==> src/rtl/mod_74x597_serializer_if.sv <==
// Bus bundle for the 74x597-style serializer: parallel/serial inputs, manual
// strobes, frame request, and serial/status outputs.
interface mod_74x597_serializer_if #(
    parameter int WIDTH = 8
);
    logic [WIDTH-1:0] D;
    logic             SER;
    logic             LATCH;
    logic             LOAD;
    logic             SHIFT;
    logic             START;
    logic             QH;
    logic [WIDTH-1:0] STORE;
    logic             BUSY;
    logic             DONE;

    modport master (
        output D, SER, LATCH, LOAD, SHIFT, START,
        input  QH, STORE, BUSY, DONE
    );

    modport slave (
        input  D, SER, LATCH, LOAD, SHIFT, START,
        output QH, STORE, BUSY, DONE
    );
endinterface

==> src/rtl/mod_74x597_serializer.sv <==
// Storage register + shift register pair (74x597 style) with an automatic
// START-driven frame controller that streams the storage value MSB-first.
module mod_74x597_serializer #(
    parameter int WIDTH = 8
) (
    input logic                     CLK,
    input logic                     CLR,
    mod_74x597_serializer_if.slave  bus
);
    localparam int CNT_W = (WIDTH > 2) ? $clog2(WIDTH) : 1;
    localparam logic [CNT_W-1:0] LAST = CNT_W'(WIDTH - 1);

    typedef enum logic [1:0] {IDLE, LOAD_S, SHIFT_S, DONE_S} state_t;

    state_t           state_q, state_d;
    logic [WIDTH-1:0] store_q, store_d;
    logic [WIDTH-1:0] shift_q, shift_d;
    logic [CNT_W-1:0] cnt_q, cnt_d;
    logic             busy_q, busy_d;
    logic             done_q, done_d;

    always_ff @(posedge CLK) begin
        if (CLR) begin
            state_q <= IDLE;
            store_q <= '0;
            shift_q <= '0;
            cnt_q   <= '0;
            busy_q  <= 1'b0;
            done_q  <= 1'b0;
        end else begin
            state_q <= state_d;
            store_q <= store_d;
            shift_q <= shift_d;
            cnt_q   <= cnt_d;
            busy_q  <= busy_d;
            done_q  <= done_d;
        end
    end

    always_comb begin
        state_d = state_q;
        unique case (state_q)
            IDLE, DONE_S: state_d = bus.START ? LOAD_S : IDLE;
            LOAD_S:       state_d = SHIFT_S;
            SHIFT_S:      if (cnt_q == LAST) state_d = DONE_S;
            default:      state_d = IDLE;
        endcase
    end

    // Datapath next-state; manual strobes are only honoured outside a frame.
    always_comb begin
        store_d = store_q;
        shift_d = shift_q;
        cnt_d   = cnt_q;
        unique case (state_q)
            IDLE, DONE_S: begin
                if (bus.START) begin
                    store_d = bus.D;
                end else begin
                    if (bus.LATCH) store_d = bus.D;
                    if (bus.LOAD) begin
                        shift_d = store_q;
                    end else if (bus.SHIFT) begin
                        shift_d = {shift_q[WIDTH-2:0], bus.SER};
                    end
                end
            end
            LOAD_S: begin
                shift_d = store_q;
                cnt_d   = '0;
            end
            SHIFT_S: begin
                shift_d = {shift_q[WIDTH-2:0], bus.SER};
                if (cnt_q != LAST) cnt_d = cnt_q + CNT_W'(1);
            end
            default: ;
        endcase
    end

    always_comb begin
        busy_d = (state_d == LOAD_S) || (state_d == SHIFT_S);
        done_d = (state_d == DONE_S);
    end

    assign bus.QH    = shift_q[WIDTH-1];
    assign bus.STORE = store_q;
    assign bus.BUSY  = busy_q;
    assign bus.DONE  = done_q;
endmodule

==> src/flat_wrapper.sv <==
// flat-port wrapper written by rule: the top's interface ports become plain ports
module mod_74x597_serializer_flat 
#(
    parameter int WIDTH = 8
)
  (CLK, CLR, bus_D, bus_SER, bus_LATCH, bus_LOAD, bus_SHIFT, bus_START, bus_QH, bus_STORE, bus_BUSY, bus_DONE);
  mod_74x597_serializer_if #(.WIDTH(WIDTH)) bus_i ();
  input logic CLK;
  input logic CLR;
  input wire logic [$bits(bus_i.D)-1:0] bus_D;
  input wire logic [$bits(bus_i.SER)-1:0] bus_SER;
  input wire logic [$bits(bus_i.LATCH)-1:0] bus_LATCH;
  input wire logic [$bits(bus_i.LOAD)-1:0] bus_LOAD;
  input wire logic [$bits(bus_i.SHIFT)-1:0] bus_SHIFT;
  input wire logic [$bits(bus_i.START)-1:0] bus_START;
  output wire logic [$bits(bus_i.QH)-1:0] bus_QH;
  output wire logic [$bits(bus_i.STORE)-1:0] bus_STORE;
  output wire logic [$bits(bus_i.BUSY)-1:0] bus_BUSY;
  output wire logic [$bits(bus_i.DONE)-1:0] bus_DONE;
  assign bus_i.D = bus_D;
  assign bus_i.SER = bus_SER;
  assign bus_i.LATCH = bus_LATCH;
  assign bus_i.LOAD = bus_LOAD;
  assign bus_i.SHIFT = bus_SHIFT;
  assign bus_i.START = bus_START;
  assign bus_QH = bus_i.QH;
  assign bus_STORE = bus_i.STORE;
  assign bus_BUSY = bus_i.BUSY;
  assign bus_DONE = bus_i.DONE;
  mod_74x597_serializer #(.WIDTH(WIDTH)) u_core (.CLK(CLK), .CLR(CLR), .bus(bus_i));
endmodule
==> config.mk <==
export PLATFORM = sky130hd
export DESIGN_NAME = mod_74x597_serializer_flat
export DESIGN_NICKNAME = d
export VERILOG_FILES = /design/src/rtl/mod_74x597_serializer_if.sv /design/src/rtl/mod_74x597_serializer.sv /design/src/flat_wrapper.sv
export SDC_FILE = /design/constraint.sdc
export NUM_CORES = 1
export LEC_CHECK = 0
export CAP_MARGIN = 30
export CORE_MARGIN = 4
export CORE_UTILIZATION = 42
export CTS_CLUSTER_DIAMETER = 60
export CTS_CLUSTER_SIZE = 14
export DETAILED_ROUTE_END_ITERATION = 16
export PLACE_DENSITY = 0.7
export RECOVER_POWER = 25
export REMOVE_ABC_BUFFERS = 1
export SETUP_SLACK_MARGIN = 0.5
export SYNTH_ARGS = -nofsm -noshare
export SYNTH_HDL_FRONTEND = slang
export SYNTH_SLANG_ARGS = --single-unit
==> constraint.sdc <==
create_clock -name CLK -period 1.4 [get_ports CLK]
set_input_delay 0.28 -clock CLK [delete_from_list [all_inputs] [get_ports CLK]]
set_output_delay 0.28 -clock CLK [all_outputs]
set_load 0.05 [all_outputs]
==> impl_metrics.tcl <==
set metrics [dict create \
    status "finished with violations" \
    violations "setup timing" \
    period_share_pct 102 \
    final_cells 171 \
    floorplan.initialDensity_pct 45.0 \
    portBuffers 25 \
    total_power_uw 1960 \
    syn_to_final_growth_pct 67.9 \
    crit_type "reg -> reg" \
    drcViolationCount 0 \
    min_period_ns 1.43 \
    nets 164 \
    ctsHoldBuffers 0 \
    p_per_area_nw_per_um2 1150 \
    finalSetupTns_ns -0.114 \
    p_leak_uw 0.000653 \
    root_buffer "clkbuf_4" \
    setup_viol 7 \
    clockBufferDepth 2 \
    antenna_found_initial 0 \
    clock.fmax_ghz 0.700 \
    power_frac_clock_pct 15.0 \
    seq_area_frac_synth_pct 45.4 \
    cp-start-kind "register" \
    max_slew_margin_pct 79.5 \
    via_per_inst 5.44 \
    drtIter0Drc 20 \
    cts_sinks 23 \
    final_area_um2 1700 \
    grt_pass1_wl_mm 4.28 \
    drv_slew 0 \
    cp_max_fo 8 \
    ys_types 23 \
    grt_max_degree 15 \
    ioPinCount 26 \
    layout-drive-gt1-share_pct 48.3 \
    cap_violations 0 \
    wl_mm 2.66 \
    htreeDepth 1 \
    cp.required_ns 1.60 \
    die-area_um2 3260 \
    rrSetupSlack_ns -0.03 \
    end_kind "register" \
    first_pass_iters 4 \
    die_h_um 57.1 \
    clk_latency_ns 0.30 \
    rsz0062_at_grt "true" \
    synth_top_area_share_pct 45.4 \
    cts_made_buffers 3 \
    syn_area_per_cell_um2 9.94 \
    gp_congestion 0.707 \
    hp-class "reg -> reg" \
    wire_per_inst_um 15.5 \
    coreArea_um2 2250 \
    grt_usage_pct 16.1 \
    path_clk_slew_ns 0.12 \
    die-width_um 57.1 \
    tritoncts "yes" \
    p_comb_share_pct 43.6 \
    vdd_drop_max_mv 0.870 \
    n_antenna_cell 0 \
    skew_ns 0.00148 \
    syn-cell-area_um2 1010 \
    final_hold_viol_count 0 \
    tightest_slew_ns 0.307 \
    seqPwrFrac_pct 41.4 \
    synth-seq-cells 23 \
    ant_nets 0 \
    dp_hpwl_mm 1.65 \
    p_sw_uw 668 \
    worst_slack_ns -0.0279 \
    synth_area_leaders "dfxtp_1, mux2i_1, a32oi_1" \
    routed-via-count 931 \
    grt_pass1_vias 973 \
    netlist_instances 102 \
    async_flop_share_pct 0 \
    gr-total-overflow 0 \
    ys.flop_type "dfxtp_1" \
    yosys.area.top_type "dfxtp_1" \
    synth_edf_count 0 \
    rows 17 \
    crit_arrival_ns 1.63 \
    place_area_um2 1450 \
    ys_warn_count 0 \
    internal-power_uw 1290 \
    switching_share_pct 34.1 \
    post-place-cells 159 \
]
==> logic make-up (layout without fill, tap and decap cells) <==
group / Yosys count / in the layout / share of synthesized area, %
AO/OA/AOI/OAI: 31 / 31 / 21.1
buffers and inverters: 9 / 50 / 5.68
multiplexers: 9 / 9 / 9.01
flip-flops: 23 / 23 / 45.4
adder cells (fa/ha/maj): 5 / 5 / 6.17
AND/OR/NAND/NOR: 25 / 25 / 12.6
==> final timing paths <==
path,from,end,cells past startpoint
hold reg to reg,u_core.cnt_q[1],u_core.cnt_q[1],2
setup / recovery,u_core.state_q[0],u_core.shift_q[6],5
setup reg to reg,u_core.state_q[0],u_core.shift_q[6],5
hold / removal,u_core.cnt_q[1],u_core.cnt_q[1],2
==> power groups by stage <==
stage	Combinational [µW]	Sequential [µW]	Clock (µW)
floorplan	255	916	0
global placement	699	812	0
detailed placement	713	816	0
CTS	793	807	308
global route	909	823	330
finish	855	812	295
==> stage by stage <==
| stage | util, % | hold slack, ns | setup slack, ns |
|---|---|---|---|
| 4_1_cts | 72.0 | 0.503 | -0.0195 |
| 3_3_place_gp | 64.2 | 0.455 | -0.125 |
| 6_report | 75.5 | 0.502 | -0.0279 |
| 2_1_floorplan | - | 0.347 | -0.186 |
| 3_5_place_dp | 64.2 | 0.462 | -0.187 |
| 5_1_grt | 75.5 | 0.534 | -0.0910 |
==> cells in the mapped netlist, drive strengths merged, types with 2 or more instances <==
cell,n
a32oi,8
nor2b,3
ha,5
nor2,9
nand2,4
mux2i,8
nand2b,4
o31ai,8
dfxtp,23
clkinv,2
buf,4
a21oi,11
inv,2
o21ai,3
nand3,3
==> layout make-up <==
| class | count | area (µm²) |
|---|---|---|
| Multi-Input combinational cell | 70 | 618 |
| Fill cell | 177 | 553 |
| Tap cell | 28 | 35.0 |
| Clock buffer | 4 | 26.3 |
| Timing Repair Buffer | 42 | 512 |
| Inverter | 4 | 18.8 |
| Sequential cell | 23 | 492 |
==> per-layer routing <==
layer	global-route usage, %	vias to the layer above	part of all wire [%]	wire length, µm
li1	-	453	-	-
met2	28.2	33	52	1390
met3	3.62	4	5.6	148
met5	0	-	0	0
met1	19.5	441	41	1100
met4	4.97	0	0.60	16
==> flip-flops by register name, indices dropped and copies added, names as in the netlist <==
register          flops
u_core.shift_q        8
u_core.state_q        2
u_core.bus.DONE       1
u_core.cnt_q          3
u_core.bus.STORE      8
u_core.bus.BUSY       1
==> worst max-delay path, stage by stage, from the launching register on <==
cell,delay (ns)
dfxtp_2,0.35
inv_2,0.04
ha_4,0.31
mux2_4,0.35
a32oi_1,0.18
a21oi_1,0.08
==> cell usage in the layout, fill, tap and decap left out, types with 2 or more instances in the layout <==
cell	Yosys	layout
a32oi_1	8	8
nand3_2	0	2
buf_12	0	12
buf_4	0	13
o31ai_1	8	2
mux2i_1	8	6
clkbuf_4	0	3
dfxtp_1	23	10
nor2b_1	3	3
ha_2	0	2
clkdlybuf4s50_1	0	14
nor2_1	9	9
ha_4	0	3
dfxtp_2	0	7
nand2b_4	1	3
mux2i_2	0	2
buf_6	3	3
dfxtp_4	0	6
nand2_1	4	3
a21oi_1	11	11
o31ai_2	0	6
==> what timing repair did <==
| action | 4_1_cts | 5_1_grt |
|---|---|---|
| pin swaps | 16 | 12 |
| endpoints found under the setup margin | 34 | 33 |
| buffers inserted | 8 | 0 |
| gates cloned | 0 | 0 |
| resized for setup | 34 | 21 |
Note: power is estimated with default switching activity, not from simulation.
